==> src/rtl/rubik_pkg.sv <==
// Shared definitions for the gripper move path: FSM state encoding and the
// layout of the 3-bit move code.
package rubik_pkg;

   typedef enum logic [2:0] {
      ST_IDLE    = 3'd0,
      ST_POP     = 3'd1,
      ST_WAIT    = 3'd2,
      ST_LATCH   = 3'd3,
      ST_STEP_HI = 3'd4,
      ST_STEP_LO = 3'd5,
      ST_SETTLE  = 3'd6
   } state_t;

   localparam int MOTOR_IDX_W = 2;
   localparam int MOTOR_LSB   = 0;
   localparam int DIR_BIT     = 2;

   function automatic int max_i(input int a, input int b);
      return (a > b) ? a : b;
   endfunction

endpackage

==> src/rtl/step_pulse_gen.sv <==
// Fixed-length step pulse train for one selected motor: STEPS_PER_MOVE periods
// of HALF_PERIOD high then HALF_PERIOD low, with a done pulse on the final low cycle.
module step_pulse_gen
   import rubik_pkg::*;
#(
   parameter int N_MOTORS       = 4,
   parameter int STEPS_PER_MOVE = 50,
   parameter int HALF_PERIOD    = 25000,
   parameter int TMR_W          = 15,
   parameter int CNT_W          = 6
) (
   input  logic                   clk,
   input  logic                   rst_n,
   input  logic                   start,
   input  logic [MOTOR_IDX_W-1:0] motor,
   output logic [N_MOTORS-1:0]    step,
   output logic                   done
);

   localparam logic [TMR_W-1:0] HP_LOAD    = TMR_W'(HALF_PERIOD - 1);
   localparam logic [CNT_W-1:0] STEPS_LOAD = CNT_W'(STEPS_PER_MOVE);

   state_t                 phase_q, phase_d;
   logic [TMR_W-1:0]       tmr_q, tmr_d;
   logic [CNT_W-1:0]       cnt_q, cnt_d;
   logic [MOTOR_IDX_W-1:0] motor_q, motor_d;

   always_comb begin
      phase_d = phase_q;
      tmr_d   = tmr_q;
      cnt_d   = cnt_q;
      motor_d = motor_q;
      done    = 1'b0;
      case (phase_q)
         ST_STEP_HI: begin
            if (tmr_q == '0) begin
               phase_d = ST_STEP_LO;
               tmr_d   = HP_LOAD;
            end else begin
               tmr_d = tmr_q - 1'b1;
            end
         end
         ST_STEP_LO: begin
            if (tmr_q == '0) begin
               cnt_d = cnt_q - 1'b1;
               tmr_d = HP_LOAD;
               // Count holds the steps still owed including this one.
               if (cnt_q == CNT_W'(1)) begin
                  done    = 1'b1;
                  phase_d = ST_IDLE;
               end else begin
                  phase_d = ST_STEP_HI;
               end
            end else begin
               tmr_d = tmr_q - 1'b1;
            end
         end
         default: begin
            if (start) begin
               phase_d = ST_STEP_HI;
               tmr_d   = HP_LOAD;
               cnt_d   = STEPS_LOAD;
               motor_d = motor;
            end
         end
      endcase
   end

   always_comb begin
      step = '0;
      for (int i = 0; i < N_MOTORS; i++)
         step[i] = (phase_q == ST_STEP_HI) && (motor_q == MOTOR_IDX_W'(i));
   end

   always_ff @(posedge clk or negedge rst_n) begin
      if (!rst_n) begin
         phase_q <= ST_IDLE;
         tmr_q   <= '0;
         cnt_q   <= '0;
         motor_q <= '0;
      end else begin
         phase_q <= phase_d;
         tmr_q   <= tmr_d;
         cnt_q   <= cnt_d;
         motor_q <= motor_d;
      end
   end

endmodule

==> src/rtl/move_sequencer.sv <==
// Pops move codes from the move FIFO, drives a step/dir pulse train on the
// addressed motor, then settles before the next pop.
module move_sequencer
   import rubik_pkg::*;
#(
   parameter int DATO_WIDTH     = 3,
   parameter int N_MOTORS       = 4,
   parameter int STEPS_PER_MOVE = 50,
   parameter int HALF_PERIOD    = 25000,
   parameter int SETTLE_CYCLES  = 1000
) (
   input  logic                  clk,
   input  logic                  rst_n,
   input  logic                  en,
   input  logic                  fifo_empty,
   input  logic [DATO_WIDTH-1:0] fifo_dat,
   output logic                  fifo_rd,
   output logic [N_MOTORS-1:0]   step,
   output logic [N_MOTORS-1:0]   dir,
   output logic                  busy,
   output logic                  move_done,
   output logic [15:0]           moves_cnt
);

   localparam int TMR_W = $clog2(max_i(HALF_PERIOD, SETTLE_CYCLES) + 1);
   localparam int CNT_W = $clog2(STEPS_PER_MOVE + 1);
   localparam logic [TMR_W-1:0] SETTLE_LOAD = TMR_W'(SETTLE_CYCLES - 1);

   state_t               state_q, state_d;
   logic [TMR_W-1:0]     tmr_q, tmr_d;
   logic [N_MOTORS-1:0]  dir_q, dir_d;
   logic [15:0]          moves_q, moves_d;
   logic                 gen_start, gen_done;
   logic [MOTOR_IDX_W-1:0] code_motor;

   assign code_motor = fifo_dat[MOTOR_LSB +: MOTOR_IDX_W];

   // ST_STEP_HI here covers the whole pulse train; the HI/LO phase lives in the generator.
   always_comb begin
      state_d   = state_q;
      tmr_d     = tmr_q;
      dir_d     = dir_q;
      moves_d   = moves_q;
      gen_start = 1'b0;
      case (state_q)
         ST_IDLE:  if (en && !fifo_empty) state_d = ST_POP;
         ST_POP:   state_d = ST_WAIT;
         ST_WAIT:  state_d = ST_LATCH;
         ST_LATCH: begin
            gen_start = 1'b1;
            for (int i = 0; i < N_MOTORS; i++)
               if (code_motor == MOTOR_IDX_W'(i)) dir_d[i] = fifo_dat[DIR_BIT];
            state_d = ST_STEP_HI;
         end
         ST_STEP_HI: begin
            if (gen_done) begin
               state_d = ST_SETTLE;
               tmr_d   = SETTLE_LOAD;
            end
         end
         ST_SETTLE: begin
            if (tmr_q == '0) begin
               moves_d = moves_q + 16'd1;
               state_d = ST_IDLE;
            end else begin
               tmr_d = tmr_q - 1'b1;
            end
         end
         default: state_d = ST_IDLE;
      endcase
   end

   always_ff @(posedge clk or negedge rst_n) begin
      if (!rst_n) begin
         state_q <= ST_IDLE;
         tmr_q   <= '0;
         dir_q   <= '0;
         moves_q <= '0;
      end else begin
         state_q <= state_d;
         tmr_q   <= tmr_d;
         dir_q   <= dir_d;
         moves_q <= moves_d;
      end
   end

   step_pulse_gen #(
      .N_MOTORS      (N_MOTORS),
      .STEPS_PER_MOVE(STEPS_PER_MOVE),
      .HALF_PERIOD   (HALF_PERIOD),
      .TMR_W         (TMR_W),
      .CNT_W         (CNT_W)
   ) u_gen (
      .clk  (clk),
      .rst_n(rst_n),
      .start(gen_start),
      .motor(code_motor),
      .step (step),
      .done (gen_done)
   );

   assign fifo_rd   = (state_q == ST_POP);
   assign busy      = (state_q != ST_IDLE);
   assign move_done = (state_q == ST_SETTLE) && (tmr_q == '0);
   assign dir       = dir_q;
   assign moves_cnt = moves_q;

endmodule

==> config.mk <==
export PLATFORM = sky130hd
export DESIGN_NAME = move_sequencer
export DESIGN_NICKNAME = d
export VERILOG_FILES = /design/src/rtl/rubik_pkg.sv /design/src/rtl/step_pulse_gen.sv /design/src/rtl/move_sequencer.sv
export SDC_FILE = /design/constraint.sdc
export NUM_CORES = 1
export LEC_CHECK = 0
export BUFFER_PORTS_ARGS = -buffer_cell sky130_fd_sc_hd__buf_2
export CORE_UTILIZATION = 41
export DETAILED_ROUTE_END_ITERATION = 6
export GPL_TIMING_DRIVEN = 0
export PLACE_DENSITY = 0.56
export SLEW_MARGIN = 20
export SYNTH_ARGS = -nofsm -noshare
export SYNTH_HDL_FRONTEND = slang
export SYNTH_SLANG_ARGS = --single-unit
==> constraint.sdc <==
create_clock -name clk -period 2.8 [get_ports clk]
set_input_delay 0.14 -clock clk [delete_from_list [all_inputs] [get_ports clk]]
set_output_delay 0.14 -clock clk [all_outputs]
set_load 0.05 [all_outputs]
==> metrics.txt <==
power density over the cells 1080 mW/mm^2; design area 0.00376 mm^2; total grt overflow 0; row cnt 31; Slew Viols, Final 0; fin nets 381; vias in the first global route 2444; CP Launch Type register; maxcap violations 0; global-route wire length before repair 11700 um; largest area contributor in the netlist dfrtp_1; Avg Cell Area, Syn 9.99 um^2; post-CTS resize count 0; CORE AREA 0.00741 mm^2; Initial Utilization 43.4%; setup TNS 0 ns; yosys warns 0; Worst EP required 3.03 ns; Antenna Nets Post-Route 0; CTS H-tree depth 3; Max clock buf depth 2; Peak Freq 398 MHz; Synth Flop Type dfrtp_1; most common cell in the netlist dfrtp_1; Seq cells post-synth 63; Fin Hold WS 0.0754 ns; Setup Crit Path Kind register to register; Post-synth EDFFs 0; Worst slew margin 47.1%; TritonCTS clock tree built; Max Fanout on Critical Path 7; layout cells sized above 1 17.2%; clk_lat worst skew 0.34 ns; Reg2Reg Setup Slack 0.29 ns; pin count of the biggest net entering global routing 43; gr usage total 17.7%; clk root buf clkbuf_8; routability cong. 0.798; hold path start fifo_dat[2]; reg2reg end moves_cnt[1]; total die area 0.00820 mm^2; post-synth top area share 49.0%; period utilisation layout 89.8%; largest cells by area after synthesis dfrtp_1 49%, xnor2_1 5.7%, o21ai_0 3.1%; reg2reg start tmr_q[0]; count of different cell masters after synthesis 50; gr busiest metal met2; Worst-Margin Slew 0.787 ns; initial antenna violation count 0; routed vias/inst 5.32; WL per Instance 13.7 um; number of remaining DRC errors 0; Post-synth ARST share 100%; Pre-Repair DR Iteration Count 4; post-detail-place hpwl 4570 um; Top Ports 34; Hold EP dir[1]; Clock Skews 0.00722 ns; Post-CTS Setup Inserts 0; Worst Reg-to-Reg Cells 6; RSZ-0062 raised after global routing no; Worst Hold Depth 2; Cell Area, Synth 0.00322 mm^2; met1 GRT Util 22.6%; Syn Nets 335; Routed WL 6450 um; WP data arrival 2.74 ns; Clock Sinks 63; CTS clk-pin slew, worst paths 0.07 ns; crit end category register; synth cell count leaders 63 x dfrtp_1, 25 x nor2_1, 24 x nand2_1; Die Height 90.6 um; final hold violations 0; Die Width 90.6 um; initial drt markers 133; Num CTS Buffers 9; Area growth, synth to finish 16.8%; synthesized instance count 322; Seq/Total Area, Yosys 49.0%; Final setup viols 0; met3 GRT Util 4.21%; vias 2507; Max VDD drop 0.000706 V; total leakage power 1.73 nW; Port Buffer Count 33; Ant. Diodes 0; HP Class input pin to register; status finished, final reports clean; min Tclk post-route 2.51 ns; Placement Cell Area 0.00354 mm^2; met2 global-route usage 28.7%
## cells by family (layout without fill, tap and decap cells)
kind of cell / after synthesis / in the layout / synth area share (%)
mux: 7 / 7 / 2.37
simple gates: 138 / 138 / 24.9
fa+ha+maj: 6 / 6 / 2.33
buf+inv: 21 / 71 / 2.53
flops: 63 / 63 / 49.0
xor+xnor: 27 / 27 / 7.35
compound gates: 60 / 60 / 11.6
## layout by cell type, fill, tap and decap left out, drive strengths merged, types with 6 or more instances in the layout
cell type,synthesis,final
and3,6,6
a31oi,7,7
nand2,24,24
nor4,8,8
dfrtp,63,63
inv,10,10
or4,8,8
xor2,6,6
ha,6,6
o21ai,20,20
a21oi,12,12
nor3,14,14
nand4,6,6
nand3,13,13
or3,9,9
nor2,25,25
xnor2,21,21
clkbuf,11,20
buf,0,34
## flip-flops by register name, indices dropped and copies added, names as in the netlist
register,cells
u_gen.cnt_q,6
u_gen.phase_q,2
u_gen.motor_q,2
moves_cnt,16
state_q,3
dir,4
u_gen.tmr_q,15
tmr_q,15
## power by group
group	switching [mW]	internal, mW	total [mW]
Clock	0.360	0.494	0.854
Sequential	0.312	1.19	1.50
Combinational	1.11	0.596	1.71
## critical path: stages, from the launching register on
cell	delay [ns]
dfrtp_1	0.41
inv_1	0.07
ha_1	0.21
nor4b_2	0.56
nand3_1	0.31
nor2_1	0.45
mux2_2	0.39
## metal layers
| metal | vias to the layer above | share of wire (%) | wire length, um |
|---|---|---|---|
| li1 | 1267 | - | - |
| met4 | 0 | 1.4 | 88 |
| met1 | 1191 | 48 | 3110 |
| met5 | - | 0 | 0 |
| met3 | 9 | 3.4 | 216 |
| met2 | 40 | 47 | 3040 |
## metrics by stage
stage	instances	utilization [%]	worst slack (ns)	power, mW
after floorplan	322	-	0.384	2.83
after global placement	454	47.3	0.306	3.19
after detailed placement	455	47.7	0.318	3.23
after CTS	471	50.7	0.301	4.10
after global routing	471	50.7	0.0786	4.39
final	471	50.7	0.286	4.06
## repair_timing
action                                  4_1_cts  5_1_grt
hold buffers                                  1        0
endpoints found under the setup margin        0        0
endpoints found under the hold margin        21        0
## worst max-delay path by stage
stage	start	endpoint	slack, ns	depth (start not counted)
finish	tmr_q[0]	moves_cnt[1]	0.29	6
global route	tmr_q[0]	moves_cnt[1]	0.08	6
CTS	tmr_q[0]	moves_cnt[1]	0.30	6
detailed placement	tmr_q[0]	moves_cnt[1]	0.32	6
global placement	tmr_q[0]	moves_cnt[1]	0.31	6
floorplan	tmr_q[0]	moves_cnt[8]	0.38	7
## final cells by class
cell class              count  area, um^2
plain buffers              11        43.8
clock buffers               9         124
clock inverters             6        86.3
fillers                   704        3650
inverters                  10        37.5
multi-input cells         238        1560
flip-flops and latches     63        1580
well taps                  99         124
repair buffers             35         205
(Power assumes the default switching activity.)
